**config.mk**
```make
export PLATFORM = sky130hd
export DESIGN_NAME = axil_core_bridge
export DESIGN_NICKNAME = d
export VERILOG_FILES = /design/src/rtl/axil_core_bridge.sv
export SDC_FILE = /design/constraint.sdc
export NUM_CORES = 1
export LEC_CHECK = 0
export BUFFER_PORTS_ARGS = -buffer_cell sky130_fd_sc_hd__buf_2
export CAP_MARGIN = 30
export CORE_AREA = 2 2 154 156
export CTS_CLUSTER_SIZE = 8
export DETAILED_ROUTE_END_ITERATION = 6
export DIE_AREA = 0 0 156 158
export PLACE_DENSITY = 0.74
export SLEW_MARGIN = 20
export SYNTH_ARGS = -nofsm -noshare
export SYNTH_HDL_FRONTEND = slang
export SYNTH_SLANG_ARGS = --single-unit
```
**constraint.sdc**
```tcl
create_clock -name clk -period 5.9 [get_ports clk]
set_input_delay 1.18 -clock clk [delete_from_list [all_inputs] [get_ports clk]]
set_output_delay 1.18 -clock clk [all_outputs]
set_load 0.005 [all_outputs]
```
**src/rtl/axil_core_bridge.sv**
```systemverilog
// axil_core_bridge: AXI4-Lite slave to in-order core bridge; define AXIL_BRIDGE_TIMEOUT_EN for the response watchdog.
module axil_core_bridge_fifo #(
  parameter int W = 1,
  parameter int D = 4
) (
  input  logic         clk,
  input  logic         rst_n,
  input  logic         push_i,
  input  logic [W-1:0] din_i,
  input  logic         pop_i,
  output logic [W-1:0] dout_o,
  output logic         empty_o
);
  localparam int A = $clog2(D);
  logic [W-1:0] mem_q [D];
  logic [A-1:0] rd_q, wr_q;
  logic [A:0] cnt_q;
  always_ff @(posedge clk or posedge rst_n) begin
    if (rst_n) begin
      rd_q <= '0;
      wr_q <= '0;
      cnt_q <= '0;
    end else begin
      if (push_i) wr_q <= wr_q + 1'b1;
      if (pop_i) rd_q <= rd_q + 1'b1;
      cnt_q <= cnt_q + (A+1)'(push_i) - (A+1)'(pop_i);
    end
  end
  always_ff @(posedge clk) begin
    if (push_i) mem_q[wr_q] <= din_i;
  end
  assign dout_o = mem_q[rd_q];
  assign empty_o = cnt_q == '0;
endmodule

module axil_core_bridge #(
  parameter int ADDR_WIDTH = 32,
  parameter int DATA_WIDTH = 32,
  parameter int MAX_OUTSTANDING = 4,
  parameter int TIMEOUT_CYCLES = 256
) (
  input  logic                              clk,
  input  logic                              rst_n,
  input  logic [ADDR_WIDTH-1:0]             s_awaddr,
  input  logic                              s_awvalid,
  output logic                              s_awready,
  input  logic [DATA_WIDTH-1:0]             s_wdata,
  input  logic [DATA_WIDTH/8-1:0]           s_wstrb,
  input  logic                              s_wvalid,
  output logic                              s_wready,
  output logic [1:0]                        s_bresp,
  output logic                              s_bvalid,
  input  logic                              s_bready,
  input  logic [ADDR_WIDTH-1:0]             s_araddr,
  input  logic                              s_arvalid,
  output logic                              s_arready,
  output logic [DATA_WIDTH-1:0]             s_rdata,
  output logic [1:0]                        s_rresp,
  output logic                              s_rvalid,
  input  logic                              s_rready,
  output logic                              core_req_valid,
  input  logic                              core_req_ready,
  output logic                              core_req_we,
  output logic [ADDR_WIDTH-1:0]             core_req_addr,
  output logic [DATA_WIDTH-1:0]             core_req_wdata,
  output logic [DATA_WIDTH/8-1:0]           core_req_wstrb,
  input  logic                              core_resp_valid,
  input  logic                              core_resp_is_write,
  input  logic [DATA_WIDTH-1:0]             core_resp_rdata,
  input  logic [1:0]                        core_resp_resp,
  output logic [$clog2(MAX_OUTSTANDING):0]  outstanding,
  output logic                              err_mismatch
);
  localparam int CW = $clog2(MAX_OUTSTANDING) + 1;
  localparam int SW = DATA_WIDTH / 8;
  if (MAX_OUTSTANDING < 2 || (MAX_OUTSTANDING & (MAX_OUTSTANDING - 1)) != 0 || TIMEOUT_CYCLES < 2) begin : g_bad_params
    $error("axil_core_bridge: MAX_OUTSTANDING must be a power of two >= 2 and TIMEOUT_CYCLES >= 2");
  end
  logic aw_full_q, w_full_q, ar_full_q, last_wr_q, hold_q, hold_wr_q, err_q, err_d;
  logic [ADDR_WIDTH-1:0] aw_addr_q, ar_addr_q;
  logic [DATA_WIDTH-1:0] w_data_q;
  logic [SW-1:0] w_strb_q;
  logic [CW-1:0] credit_q, credit_d;
  logic wr_cand, rd_cand, grant_wr, issue, pop_r, pop_b;
  logic ord_head, ord_empty, ord_pop, resp_take, discard, tmo_fire, r_empty, b_empty;
  logic [DATA_WIDTH+1:0] r_din, r_head;
  logic [1:0] b_din, b_head;
  assign s_awready = !aw_full_q && !rst_n;
  assign s_wready = !w_full_q && !rst_n;
  assign s_arready = !ar_full_q && !rst_n;
  // A grant shown to the core stays put until accepted, even if a new tie appears.
  always_comb begin
    wr_cand = aw_full_q && w_full_q;
    rd_cand = ar_full_q;
    grant_wr = hold_q ? hold_wr_q : (wr_cand && rd_cand) ? !last_wr_q : wr_cand;
    core_req_valid = (wr_cand || rd_cand) && credit_q != CW'(MAX_OUTSTANDING);
    issue = core_req_valid && core_req_ready;
    pop_r = s_rvalid && s_rready;
    pop_b = s_bvalid && s_bready;
    resp_take = core_resp_valid && !discard && !ord_empty;
    ord_pop = resp_take || tmo_fire;
    r_din = tmo_fire ? {{DATA_WIDTH{1'b0}}, 2'b10} : {core_resp_rdata, core_resp_resp};
    b_din = tmo_fire ? 2'b10 : core_resp_resp;
    credit_d = credit_q + CW'(issue) - CW'(pop_r) - CW'(pop_b);
    err_d = core_resp_valid && !discard && (ord_empty || core_resp_is_write != ord_head);
  end
  always_ff @(posedge clk or posedge rst_n) begin
    if (rst_n) begin
      aw_full_q <= 1'b0;
      w_full_q <= 1'b0;
      ar_full_q <= 1'b0;
      aw_addr_q <= '0;
      ar_addr_q <= '0;
      w_data_q <= '0;
      w_strb_q <= '0;
      last_wr_q <= 1'b1;
      hold_q <= 1'b0;
      hold_wr_q <= 1'b0;
      credit_q <= '0;
      err_q <= 1'b0;
    end else begin
      aw_full_q <= (s_awvalid && s_awready) || (aw_full_q && !(issue && grant_wr));
      w_full_q <= (s_wvalid && s_wready) || (w_full_q && !(issue && grant_wr));
      ar_full_q <= (s_arvalid && s_arready) || (ar_full_q && !(issue && !grant_wr));
      if (s_awvalid && s_awready) aw_addr_q <= s_awaddr;
      if (s_arvalid && s_arready) ar_addr_q <= s_araddr;
      if (s_wvalid && s_wready) begin
        w_data_q <= s_wdata;
        w_strb_q <= s_wstrb;
      end
      if (issue) last_wr_q <= grant_wr;
      hold_q <= core_req_valid && !core_req_ready;
      hold_wr_q <= grant_wr;
      credit_q <= credit_d;
      err_q <= err_d;
    end
  end
`ifdef AXIL_BRIDGE_TIMEOUT_EN
  localparam int TW = $clog2(TIMEOUT_CYCLES + 1);
  logic [TW-1:0] tmo_q;
  logic [CW-1:0] drop_q;
  // Responses owed for heads the watchdog already answered are swallowed.
  assign discard = core_resp_valid && drop_q != '0;
  assign tmo_fire = !ord_empty && !(core_resp_valid && !discard) && tmo_q == TW'(TIMEOUT_CYCLES - 1);
  always_ff @(posedge clk or posedge rst_n) begin
    if (rst_n) begin
      tmo_q <= '0;
      drop_q <= '0;
    end else begin
      tmo_q <= (ord_pop || ord_empty) ? '0 : tmo_q + 1'b1;
      drop_q <= drop_q + CW'(tmo_fire) - CW'(discard);
    end
  end
`else
  assign discard = 1'b0;
  assign tmo_fire = 1'b0;
`endif
  axil_core_bridge_fifo #(.W(1), .D(MAX_OUTSTANDING)) u_ord (
    .clk(clk), .rst_n(rst_n), .push_i(issue), .din_i(grant_wr),
    .pop_i(ord_pop), .dout_o(ord_head), .empty_o(ord_empty)
  );
  axil_core_bridge_fifo #(.W(DATA_WIDTH + 2), .D(MAX_OUTSTANDING)) u_rfifo (
    .clk(clk), .rst_n(rst_n), .push_i(ord_pop && !ord_head), .din_i(r_din),
    .pop_i(pop_r), .dout_o(r_head), .empty_o(r_empty)
  );
  axil_core_bridge_fifo #(.W(2), .D(MAX_OUTSTANDING)) u_bfifo (
    .clk(clk), .rst_n(rst_n), .push_i(ord_pop && ord_head), .din_i(b_din),
    .pop_i(pop_b), .dout_o(b_head), .empty_o(b_empty)
  );
  assign s_rvalid = !r_empty;
  assign {s_rdata, s_rresp} = s_rvalid ? r_head : '0;
  assign s_bvalid = !b_empty;
  assign s_bresp = s_bvalid ? b_head : 2'b00;
  assign core_req_we = grant_wr;
  assign core_req_addr = grant_wr ? aw_addr_q : ar_addr_q;
  assign core_req_wdata = w_data_q;
  assign core_req_wstrb = w_strb_q;
  assign outstanding = credit_q;
  assign err_mismatch = err_q;
endmodule

```
======== Word level (Yosys, flattened, before mapping) ========
Memories as Yosys holds them, arrays and structs flattened.
Cells that the tools add are included.
cells by class
  $add $sub $neg .......................... 15
  multiply operators ...................... 0
  div/mod/pow operators ................... 0
  $lt $le $gt $ge ......................... 0
  eq/ne operators ......................... 2
  shift operators ......................... 0
  mux-type cells .......................... 11
  bitwise gates (word level) .............. 0
  reductions and logical operators ........ 43
operators with widths
  operator                                                       count
  34-bit 2-to-1 mux                                              1
  32-bit 2-to-1 mux                                              1
  1-bit logical AND                                              22
  3-bit by 1-bit subtractor with 3-bit output                    5
  1-bit zero test                                                13
  2-bit by 1-bit adder with 2-bit output, second input constant  6
  3-bit by 1-bit adder with 3-bit output                         4
  3-bit zero test                                                3
  1-bit 2-to-1 mux                                               8
  1-bit logical OR                                               5
  3-bit inequality test, second input constant                   1
  2-bit 2-to-1 mux                                               1
  1-bit inequality test                                          1
storage, ports and cells
  flip-flop bits (word level) ............. 131
  bits in latches ......................... 0
  bits in writable memories ............... 148
  memory bits (read-only) ................. 0
  bits of input ports ..................... 144
  output and inout port bits .............. 115
  logic and storage cells ................. 95
  memories ................................ 3
memory list
  name           words  bits a word  read ports  clocked after memory_dff  wr ports  line  RTL
  u_rfifo.mem_q  4      34           1           0                         1         15    logic [W-1:0] mem_q [D];
  u_bfifo.mem_q  4      2            1           0                         1         15
  u_ord.mem_q    4      1            1           0                         1         15

======== Logic depth before layout (Yosys ltp) ========
Gate-level depths: netlist of the first run.
  depth after elaboration ................. 9
  depth in mapped cells ................... 11
  gate-level depth less buffers ........... 11

======== By module ========
A second synthesis of the first run with hierarchy kept.
unflattened totals
  cells, all modules ...................... 635
  area total of the unflattened synthesis .. 11,513.5 sq um
by module, submodules not included
  module                            instances  cells an instance  area an instance (sq um)  seq. area each (sq um)
  axil_core_bridge_fifo at u_rfifo  1          212                5,346.4                   4,259.1
  axil_core_bridge                  1          340                4,966.0                   2,753.9
  axil_core_bridge_fifo at u_bfifo  1          44                 675.6                     415.4
  axil_core_bridge_fifo at u_ord    1          39                 525.5                     295.3

======== Worst setup path after synthesis of the first run ========
No wires, ideal clock.
  path kind ............................... input-to-reg
  start point ............................. in core_resp_valid
  end point ............................... reg u_bfifo.cnt_q[2]
  setup time .............................. 0.124 ns
  arrival time ............................ 2.747 ns
  required time ........................... 5.776 ns
  path slack .............................. 3.029 ns
  stages .................................. 10
  buffers on the path ..................... 0
  cell sequence ........................... nand2b_1 -> and2b_4 -> inv_1 -> ha_1 -> inv_1 -> ha_1 -> inv_1 -> fa_1 -> xnor2_1 -> xnor2_1
between the ends
  word-level cells in the longest chain between the ends .. 4
RTL lines
  what                                         line  RTL
  from (decl)                                  67    input logic core_resp_valid,
  1-bit logical AND                            100   resp_take = core_resp_valid && !discard && !ord_empty;
  1-bit logical AND                            167   .clk(clk), .rst_n(rst_n), .push_i(ord_pop && ord_head), .din_i(b_din),
  3-bit by 1-bit adder with 3-bit output       26    cnt_q <= cnt_q + (A+1)'(push_i) - (A+1)'(pop_i);
  3-bit by 1-bit subtractor with 3-bit output  26
  to (signal assigned)                         26
  to (decl)                                    17    logic [A:0] cnt_q;
Every way passes these cells.
A chain may end at the register's enable or synchronous reset.

======== Final worst setup path of the first run ========
  start point ............................. reg ar_full_q
  end point ............................... out core_req_addr[4]
between the ends
  word-level cells in the longest chain between the ends .. 4
RTL lines
  what                           line  RTL
  from (decl)                    79    logic aw_full_q, w_full_q, ar_full_q, last_wr_q, hold_q, hold_wr_q, err_q, err_d;
  from (signal assigned)         124   ar_full_q <= (s_arvalid && s_arready) || (ar_full_q && !(issue && !grant_wr));
  1-bit logical AND              95    grant_wr = hold_q ? hold_wr_q : (wr_cand && rd_cand) ? !last_wr_q : wr_cand;
  1-bit 2-to-1 mux (2 in a row)  95
  32-bit 2-to-1 mux              175   assign core_req_addr = grant_wr ? aw_addr_q : ar_addr_q;
  to (decl)                      64    output logic [ADDR_WIDTH-1:0] core_req_addr,
Every way passes these cells.

==> results.md, run 1 <==
- Detail Route Antenna Nets: 0
- Fin. Hold Viols: 0
- Min-Delay Path Class: flip-flop to flip-flop
- Status: finished clean
- LEAKAGE: 5.82 nW
- Clock sinks: 279
- Post-synthesis register bit count: 279
- Initial antenna violation count: 1
- Clock latency on the worst-skew pair: 0.50 ns
- WP buf/inv: 2
- Avg Synthesized Cell Area: 18.0 µm²
- Cell area after synthesis: 11300 µm²
- Clock Pin Slew Worst Setup and Hold Paths: 0.05 ns
- Crit path kind: flip-flop to output pin
- Core area: 23100 µm²
- Total CTS buffers: 40
- GRT Resource Usage Total: 18.2%
- Final setup vio count: 0
- Share of flip-flops with an asynchronous set or reset: 47.0%
- CP Max Fanout: 30
- Slew HR: 38.0%
- Max Slew Vio Count: 0
- Site Rows: 56
- Die Ht: 158 µm
- Share of layout cells above drive strength 1: 53.2%
- DRC: 0
- Root buffer cell: clkbuf_16
- Slowest library cell on the worst path: buf_4
- Via Count: 6225
- Largest net degree at the start of global routing: 61
- Vias in the first global route: 6559
- Final nets: 1076
- PwrDens: 542 nW/µm²
- Starting Density: 49.1%
- N_diodes: 0
- Die area: 24600 µm²
- Yosys cell types: 32
- Commonest non-fill, non-tap cell in the layout: buf_2
- CP delay by family, top: buffers and inverters
- CP required: 4.72 ns
- Buffers added on ports: 258
- Wire per inst: 18.1 µm
- Final Skew: 0.0127 ns
- Routed wire length: 22200 µm
- Yosys warns: 0
- Worst-Margin Slew: 0.929 ns
- Iteration-0 DRC Markers: 180
- Cts repair resizes: 0
- Final worst path period share: 62.3%
- Arr. time, crit path: 2.50 ns
- RD Place Congestion: 0.791
- Post-CTS setup buffer count: 0
- Synth Instances: 627
- Synth Flop Type: edfxtp_1
- Die Width: 156 µm
- Most frequent cells in the layout: buf_2, edfxtp_1, mux2_2
- Crit-path max cell delay: 0.46 ns
- Area grow syn2layout: 24.3%
- Post-synth EDFFs: 148
- Post-route cell area: 14100 µm²
- CP endpoint kind: output pin
- Sequential share of the synthesized area: 68.3%
- Multi-input gate area: 3380 µm²
- I/O pin cnt: 259
- RSZ-0062 raised after global routing: no
- First-pass GRT wire length: 34900 µm
- Hold Worst Slack: 0.466 ns
- Maxcap violations: 0
- HPWL Detailed: 14800 µm
- Grt total ovfl: 0
- Min cycle time layout: 3.68 ns
- Setup TNS: 0 ns
- TritonCTS clock tree: yes
- Maximum buffer depth of the clock tree: 3
- FILL cells: 1698
- Critical Path, Cell by Cell: and2_1, o31ai_4, buf_4, mux2_2, buf_2
- Post-Place Cell Area: 12900 µm²
- Sequential cell area: 7720 µm²
- Pre-Repair DR Iteration Count: 4
- H-tree depth: 2
- Max VDD drop: 0.301 mV
- Highest clock rate: 0.272 GHz
- Vias/cell: 5.08
- Syn Nets: 794
- Post-CTS Hold Fix Bufs: 0
- Crit start category: flip-flop
==> power by group <==
group | internal (mW) | switching, mW | total, mW
sequential | 2.72 | 0.309 | 3.03
combinational | 1.43 | 1.11 | 2.54
clock | 1.28 | 0.769 | 2.05
total | 5.43 | 2.19 | 7.62
==> final cells by class <==
| class | instances | share of cell area, % |
|---|---|---|
| clock buffers | 67 | 7.99 |
| clock inverters | 2 | 0.125 |
| inverters | 19 | 0.525 |
| multi-input cells | 301 | 24.0 |
| flip-flops and latches | 279 | 54.9 |
| well taps | 290 | 2.58 |
| repair buffers | 268 | 9.81 |
==> synthesized netlist by cell type, types with 4 or more instances <==
cell / instances / area, µm²
ha_1: 20 / 250
mux2_2: 133 / 1500
nand2_1: 7 / 26.3
buf_4: 6 / 45.0
and2_2: 4 / 30.0
edfxtp_1: 148 / 4440
mux4_2: 37 / 833
xnor2_1: 17 / 149
buf_2: 16 / 80.1
and2_1: 49 / 307
dfrtp_1: 130 / 3250
clkbuf_1: 5 / 18.8
inv_1: 19 / 71.3
nor2_1: 5 / 18.8
==> path summary, 6_finish.rpt <==
kind | startpoint | to | slack [ns] | cells after the start
min reg2reg | u_rfifo.rd_q[0] | u_rfifo.rd_q[0] | 0.47 | 1
min | u_rfifo.rd_q[0] | u_rfifo.rd_q[0] | 0.47 | 1
max in group asynchronous | rst_n | core_req_wdata[11] | 4.07 | 3
min in group asynchronous | rst_n | w_full_q | 0.71 | 2
max reg2reg | u_rfifo.cnt_q[2] | outstanding[2] | 3.37 | 10
max | ar_full_q | core_req_addr[4] | 2.22 | 5
==> worst register-to-register path: stages (launching register included) <==
cell and delay, ns:
dfrtp_1 0.38, or3_1 0.55, nand2_1 0.30, xnor2_1 0.16, ha_1 0.16, a21oi_1 0.04
ha_1 0.28, inv_1 0.04, ha_1 0.19, xnor2_1 0.19, xnor2_1 0.15
==> metal layers <==
layer	up-vias	track usage [%]	share of wire, %
met5	-	0	0
met4	0	5.94	2.2
met3	40	6.32	8.3
met2	227	29.4	47
met1	3073	23.3	43
li1	2885	-	-
==> state kept, by name (all words and copies together), names as in the netlist, 2 cells and up <==
| register | flops |
|---|---|
| u_rfifo.mem_q | 136 |
| ar_addr_q | 32 |
| aw_addr_q | 32 |
| core_req_wdata | 32 |
| u_bfifo.mem_q | 8 |
| core_req_wstrb | 4 |
| u_ord.mem_q | 4 |
| outstanding | 3 |
| u_bfifo.cnt_q | 3 |
| u_ord.cnt_q | 3 |
| u_rfifo.cnt_q | 3 |
| u_bfifo.rd_q | 2 |
| u_bfifo.wr_q | 2 |
| u_ord.rd_q | 2 |
| u_ord.wr_q | 2 |
| u_rfifo.rd_q | 2 |
| u_rfifo.wr_q | 2 |
==> per-stage QoR <==
stage	instances	setup WS, ns	util (%)	total power [mW]
finish	1226	2.22	61.0	7.62
CTS	1225	2.19	60.9	7.73
global placement	1156	2.80	56.0	5.57
global route	1226	2.09	61.0	8.13
detailed placement	1156	2.73	56.0	5.63
floorplan	627	1.22	-	4.68
==> cells by family (layout without fill, tap and decap cells) <==
logic type      Yosys count  after routing  synth area share (%)
compound gates           12             12                 0.807
mux                     171            171                  20.7
buf+inv                  47            356                  1.93
fa+ha+maj                23             23                  2.74
flops                   279            279                  68.3
xor+xnor                 20             20                  1.55
simple gates             75             75                  3.98
(Power assumes the default switching activity.)
==> run 2, diff against run 1 <==
--- a/config.mk
+++ b/config.mk
@@ -5,12 +5,13 @@
 export SDC_FILE = /design/constraint.sdc
 export NUM_CORES = 1
 export LEC_CHECK = 0
+export ABC_AREA = 1
 export BUFFER_PORTS_ARGS = -buffer_cell sky130_fd_sc_hd__buf_2
 export CAP_MARGIN = 30
-export CORE_AREA = 2 2 154 156
+export CORE_AREA = 2 2 157 159
 export CTS_CLUSTER_SIZE = 8
 export DETAILED_ROUTE_END_ITERATION = 6
-export DIE_AREA = 0 0 156 158
+export DIE_AREA = 0 0 159 161
 export PLACE_DENSITY = 0.74
 export SLEW_MARGIN = 20
 export SYNTH_ARGS = -nofsm -noshare
==> constraint.sdc (replaced) <==
create_clock -name clk -period 3.53 [get_ports clk]
set_input_delay 0.706 -clock clk [delete_from_list [all_inputs] [get_ports clk]]
set_output_delay 0.706 -clock clk [all_outputs]
set_load 0.005 [all_outputs]
==> run 2 against run 1 <==
Worst hold slack got worse by 0.22 ns. First-iteration DRC count rose to 2.9 times the previous value. Synthesized area rose by 4.0%. Die area rose by 3.9%. Sequential share of layout area fell by 1.8 points. Clock skew rose by 0.00053 ns. Count of clock-buffer cells in the layout fell by 6. Combinational power rose by 92%. Setup slack got worse by 1.8 ns. Largest cell class unchanged.
==> results.md, run 2 <==
- Status: finished clean
- Clock sinks: 279 (unchanged)
- Slew HR: 49.9% (+12 points)
- Buffers added on ports: 258 (unchanged)
- PwrDens: 919 nW/µm² (+70%)
- RSZ-0062 raised after global routing: no
- Final worst path period share: 88.8%
- Min cycle time layout: 3.14 ns
- CP endpoint kind: output pin
- Highest clock rate: 0.319 GHz
- Synth Flop Type: edfxtp_1
- Synth Instances: 969 (+55%)
- Total CTS buffers: 40 (unchanged)
- HPWL Detailed: 16700 µm (+13%)
- Die Ht: 161 µm (+1.9%)
- Detail Route Antenna Nets: 0 (unchanged)
- Commonest non-fill, non-tap cell in the layout: buf_2
- Sequential share of the synthesized area: 65.6% (-2.6 points)
- Post-place setup slack: 0.924 ns (-1.80 ns)
- Fin. Hold Viols: 0 (unchanged)
- Min-Delay Path Class: input port to asynchronous set/reset pin
- Post-CTS setup buffer count: 0 (unchanged)
- Max VDD drop: 0.518 mV (+72%)
- Max Slew Vio Count: 0 (unchanged)
- Crit start category: flip-flop
- Share of flip-flops with an asynchronous set or reset: 47.0% (unchanged)
- Yosys cell types: 27 (-16%)
- Die Width: 159 µm (+1.9%)
- Number of flip-flops under the largest register name: 136 (unchanged)
- Most frequent cells in the layout: buf_2, nor2_1, edfxtp_1
- First-pass GRT wire length: 41900 µm (+20%)
- Post-synth EDFFs: 148 (unchanged)
- Synth area leaders: edfxtp_1, dfrtp_1, mux2_4
- Post-route cell area: 14500 µm² (+3.4%)
- I/O pin cnt: 259 (unchanged)
- Largest net degree at the start of global routing: 70 (+15%)
- Maxcap violations: 0 (unchanged)
- RR Endpoint: u_rfifo.cnt_q[2]
- Hold Worst Slack: 0.245 ns (-0.221 ns)
- LEAKAGE: 6.57 nW (+13%)
- DRC: 0 (unchanged)
- Post-synth top area share: 37.8% (-1.5 points)
- Starting Density: 49.1% (about the same)
- Final nets: 1408 (+31%)
- Cell area after synthesis: 11800 µm² (+4.0%)
- Post-Place Cell Area: 13400 µm² (+3.6%)
- Yosys warns: 0 (unchanged)
- Vias/cell: 5.06 (-0.30%)
- Area grow syn2layout: 23.5%
- RD Place Congestion: 0.803 (+1.5%)
- Arr. time, crit path: 2.43 ns (-0.07 ns)
- GRT Resource Usage Total: 20.2% (+2.0 points)
- Reg2Reg Setup Slack: 1.20 ns (-2.17 ns)
- Final Skew: 0.0133 ns (+0.000529 ns)
- CP required: 2.82 ns (-1.90 ns)
- Site Rows: 57 (+1.8%)
- Cts repair resizes: 0 (unchanged)
- Clock Pin Slew Worst Setup and Hold Paths: 0.05 ns (about the same)
- Crit path kind: flip-flop to output pin
- Largest Register: u_rfifo.mem_q
- Root buffer cell: clkbuf_16
- Vias in the first global route: 8356 (+27%)
- Setup TNS: 0 ns (unchanged)
- Avg Synthesized Cell Area: 12.1 µm² (-33%)
- Routed wire length: 26100 µm (+18%)
- Most frequent cell after synthesis: nor2_1
- Die area: 25600 µm² (+3.9%)
- Post-CTS Hold Fix Bufs: 0 (unchanged)
- Syn Nets: 1136 (+43%)
- FILL cells: 1904 (+12%)
- Wire per inst: 16.4 µm (-9.2%)
- R2R depth: 11 (+1)
- Cell taking the most area after synthesis: edfxtp_1
- Share of layout cells above drive strength 1: 31.9% (-21 points)
- Initial antenna violation count: 3 (+2)
- H-tree depth: 2 (unchanged)
- Pre-Repair DR Iteration Count: 5 (+1)
- Worst-Margin Slew: 0.747 ns (-0.182 ns)
- Post-synthesis register bit count: 279 (unchanged)
- Via Count: 8039 (+29%)
- Maximum buffer depth of the clock tree: 3 (unchanged)
- FF-to-FF Start: u_ord.cnt_q[1]
- Clock latency on the worst-skew pair: 0.53 ns (+0.03 ns)
- TritonCTS clock tree: yes
- Grt total ovfl: 0 (unchanged)
- CP Max Fanout: 19 (-37%)
- Origin of the worst setup path: u_rfifo.cnt_q[1]
- Final setup vio count: 0 (unchanged)
- Core area: 24000 µm² (+4.0%)
- Synth top cells by count: nor2_1, edfxtp_1, dfrtp_1, o21ai_0, inv_1
- Iteration-0 DRC Markers: 529 (+190%)
- Worst setup margin: 0.394 ns (-1.83 ns)
run 2: report_power, final:
part           internal, mW  total [mW]  switching [mW]
clock                  2.11        3.48            1.37
sequential             4.51        4.99           0.483
combinational          2.18        4.87            2.70
run 2: logic make-up after synthesis:
kind of cell,after synthesis,share of synthesized area [%]
AO/OA/AOI/OAI,177,7.53
XOR/XNOR,15,1.12
adder cells (fa/ha/maj),23,2.64
buffers and inverters,124,5.23
flip-flops,279,65.6
multiplexers,69,8.45
AND/OR/NAND/NOR,282,9.39
run 2: final cells by class:
type	instances	area (µm²)	share of cell area [%]
Antenna cell	1	2.50	0.0172
Clock buffer	61	1080	7.43
Clock inverter	3	70.1	0.482
Inverter	80	304	2.09
Multi-Input combinational cell	566	3460	23.8
Sequential cell	279	7720	53.2
Tap cell	324	405	2.79
Timing Repair Buffer	274	1490	10.2
run 2: stage by stage:
step	utilization (%)	total power [mW]	cells
2_1_floorplan	-	8.09	969
3_3_place_gp	55.7	9.74	1521
3_5_place_dp	55.8	9.90	1522
4_1_cts	60.6	13.5	1586
5_1_grt	60.6	14.3	1587
6_report	60.6	13.4	1588
run 2: worst max-delay path by stage:
stage | end | slack (ns) | cells past startpoint
3_5_place_dp | s_rdata[2] | 0.92 | 6
2_1_floorplan | u_rfifo.mem_q[0][0] | 0.64 | 4
5_1_grt | s_rdata[7] | 0.24 | 6
6_report | s_rdata[2] | 0.39 | 6
3_3_place_gp | u_rfifo.mem_q[3][15] | 1.0 | 6
4_1_cts | s_rdata[2] | 0.38 | 6
run 2: layer usage:
layer  vias to the layer above  global-route usage [%]  part of all wire [%]
met1                      3910                    25.0                    41
met4                         4                    5.62                   1.5
met2                       306                    34.7                    49
met3                        33                    6.14                   8.7
met5                         -                       0                  0.11
li1                       3786                       -                     -
run 2: critical path, cell delays in order, from the launching register on:
cell and delay (ns):
dfrtp_1 0.35, inv_1 0.07, nand2_1 0.12, clkinv_1 0.61, buf_4 0.46, a21oi_1 0.15
buf_2 0.14
==> run 3, diff against run 2 <==
--- a/config.mk
+++ b/config.mk
@@ -8,11 +8,11 @@
 export ABC_AREA = 1
 export BUFFER_PORTS_ARGS = -buffer_cell sky130_fd_sc_hd__buf_2
 export CAP_MARGIN = 30
-export CORE_AREA = 2 2 157 159
+export CORE_AREA = 2 2 151 153
 export CTS_CLUSTER_SIZE = 8
 export DETAILED_ROUTE_END_ITERATION = 6
-export DIE_AREA = 0 0 159 161
-export PLACE_DENSITY = 0.74
+export DIE_AREA = 0 0 153 155
+export PLACE_DENSITY = 0.79
 export SLEW_MARGIN = 20
 export SYNTH_ARGS = -nofsm -noshare
 export SYNTH_HDL_FRONTEND = slang
==> constraint.sdc (replaced) <==
create_clock -name clk -period 3.22 [get_ports clk]
set_input_delay 0.644 -clock clk [delete_from_list [all_inputs] [get_ports clk]]
set_output_delay 0.644 -clock clk [all_outputs]
set_load 0.005 [all_outputs]
==> run 3 against run 2 <==
Routed wire length down 0.97%. Via count down 0.25%. Total power increased by 9.4%. Combinational power is 9.7% higher. Critical path depth is the same. Die area down 7.4%. Clock power is 8.3% higher. Register-to-register slack worse by 0.31 ns. Clock skew increased by 0.00085 ns. Sequential power rose by 10%. Utilization grew 4.4 points. Global-route usage rose by 1.5 points. Largest power group unchanged. Highest routed layer is now met4.
==> results.md, run 3 (synthesized netlist as in run 2, its figures left out) <==
- Status: finished clean
- Root buffer cell: clkbuf_16
- Max Slew Vio Count: 0 (unchanged)
- Share of layout cells above drive strength 1: 32.1% (+0.16 points)
- Origin of the worst setup path: u_rfifo.cnt_q[1]
- GRT Resource Usage Total: 21.7% (+1.5 points)
- Via Count: 8019 (-0.25%)
- Post-CTS setup buffer count: 0 (unchanged)
- Site Rows: 55 (-3.5%)
- CP Max Fanout: 22 (+3)
- Post-route cell area: 14500 µm² (-0.47%)
- Flop pwr share: 37.6% (+0.2 points)
- Crit path kind: flip-flop to output pin
- Clock sinks: 279 (unchanged)
- Maximum buffer depth of the clock tree: 3 (unchanged)
- DRC: 0 (unchanged)
- Hold path startpoint: core_req_ready
- Clock Pin Slew Worst Setup and Hold Paths: 0.05 ns (about the same)
- Int Power: 9.66 mW (+9.7%)
- Cells after DPL: 1488 (-2.2%)
- First-pass GRT wire length: 41500 µm (-1.1%)
- I/O pin cnt: 259 (unchanged)
- Max VDD drop: 0.569 mV (+9.8%)
- Total CTS buffers: 40 (unchanged)
- Pre-Repair DR Iteration Count: 5 (unchanged)
- CP endpoint kind: output pin
- Die Ht: 155 µm (-3.7%)
- Number of flip-flops under the largest register name: 136 (unchanged)
- Die Width: 153 µm (-3.8%)
- Final nets: 1412 (+0.28%)
- Initial antenna violation count: 2 (-1)
- P_sw: 4.95 mW (+8.8%)
- Post-Place Cell Area: 13300 µm² (-0.27%)
- HPWL Detailed: 17400 µm (+4.0%)
- Highest clock rate: 0.347 GHz
- Final Skew: 0.0141 ns (+0.000854 ns)
- Detail Route Antenna Nets: 0 (unchanged)
- Crit start category: flip-flop
- Clock latency on the worst-skew pair: 0.52 ns (about the same)
- Post-place setup slack: 0.751 ns (-0.173 ns)
- Vias/cell: 5.15 (+1.7%)
- Setup TNS: 0 ns (unchanged)
- Grt total ovfl: 0 (unchanged)
- Die area: 23700 µm² (-7.4%)
- Commonest non-fill, non-tap cell in the layout: buf_2
- PwrDens: 1010 nW/µm² (+9.9%)
- Fin. Hold Viols: 0 (unchanged)
- Buffers added on ports: 258 (unchanged)
- CP required: 2.58 ns (-0.24 ns)
- Min cycle time layout: 2.88 ns
- Most frequent cells in the layout: buf_2, nor2_1, edfxtp_1
- Worst-Margin Slew: 0.796 ns (+0.0487 ns)
- Final setup vio count: 0 (unchanged)
- Largest Register: u_rfifo.mem_q
- Min-Delay Path Class: input port to flip-flop
- Routed wire length: 25900 µm (-0.97%)
- Final worst path period share: 89.5%
- TritonCTS clock tree: yes
- Iteration-0 DRC Markers: 465 (-12%)
- Cts repair resizes: 0 (unchanged)
- Slew HR: 46.8% (-3.0 points)
- Area grow syn2layout: 22.9%
- Largest net degree at the start of global routing: 65 (-7.1%)
- FF-to-FF Start: u_ord.cnt_q[1]
- Clock power share: 25.8% (-0.3 points)
- LEAKAGE: 6.57 nW (about the same)
- Layout Cells excl Fill: 1557 (-2.0%)
- Core area: 22200 µm² (-7.2%)
- Starting Density: 52.9% (+3.8 points)
- RSZ-0062 raised after global routing: no
- Combinational Power Share: 36.5% (about the same)
- Worst setup margin: 0.339 ns (-0.0547 ns)
- Wire per inst: 16.6 µm (+1.0%)
- Arr. time, crit path: 2.24 ns (-0.19 ns)
- Maxcap violations: 0 (unchanged)
- Net Sw Frac: 33.9% (-0.19 points)
- FILL cells: 1643 (-14%)
- Post-CTS Hold Fix Bufs: 0 (unchanged)
- H-tree depth: 2 (unchanged)
- Vias in the first global route: 8159 (-2.4%)
- RD Place Congestion: 0.770 (-4.2%)
==> run 3: final cells by class <==
class	count	area [µm²]	area share [%]
Inverter	80	304	2.10
Sequential cell	279	7720	53.4
Clock buffer	63	1090	7.52
Timing Repair Buffer	278	1480	10.2
Clock inverter	3	45.0	0.311
Tap cell	285	357	2.47
Antenna cell	3	7.51	0.0519
Multi-Input combinational cell	566	3460	23.9
==> run 3: power by group through the flow <==
stage,sequential [mW],clock [mW],combinational (mW)
after global routing,5.62,3.99,6.01
after CTS,5.50,3.83,5.41
after floorplan,5.43,0,3.44
after global placement,5.48,0,5.21
final,5.50,3.77,5.34
after detailed placement,5.52,0,5.37
==> run 3: stage by stage <==
step	hold WS (ns)	utilization (%)	power, mW
after floorplan	0.442	-	8.87
after global placement	0.456	59.9	10.7
after detailed placement	0.467	59.9	10.9
after CTS	0.278	65.0	14.7
after global routing	0.295	65.1	15.6
final	0.296	65.1	14.6
==> run 3: worst max-delay path, stage by stage (launching register included) <==
cell and delay [ns]:
dfrtp_1 0.36, inv_1 0.08, nand2_1 0.11, clkinv_1 0.39, buf_4 0.39, a21oi_1 0.24
buf_2 0.16
==> run 3: routing by layer <==
layer	vias up	share of wire (%)	GRT usage, %
li1	3795	-	-
met1	3869	39	27.2
met2	314	50	37.0
met3	41	8.7	6.16
met4	0	2.3	6.83
met5	-	0	0
==> run 3: worst paths after layout <==
kind | end | slack (ns) | depth (start not counted)
setup / recovery | s_rresp[1] | 0.34 | 6
hold / removal | hold_q | 0.30 | 2
setup reg to reg | u_rfifo.cnt_q[2] | 0.89 | 11
hold reg to reg | last_wr_q | 0.47 | 2
max in group asynchronous | ar_addr_q[21] | 2.09 | 3
min in group asynchronous | ar_addr_q[19] | 0.34 | 2
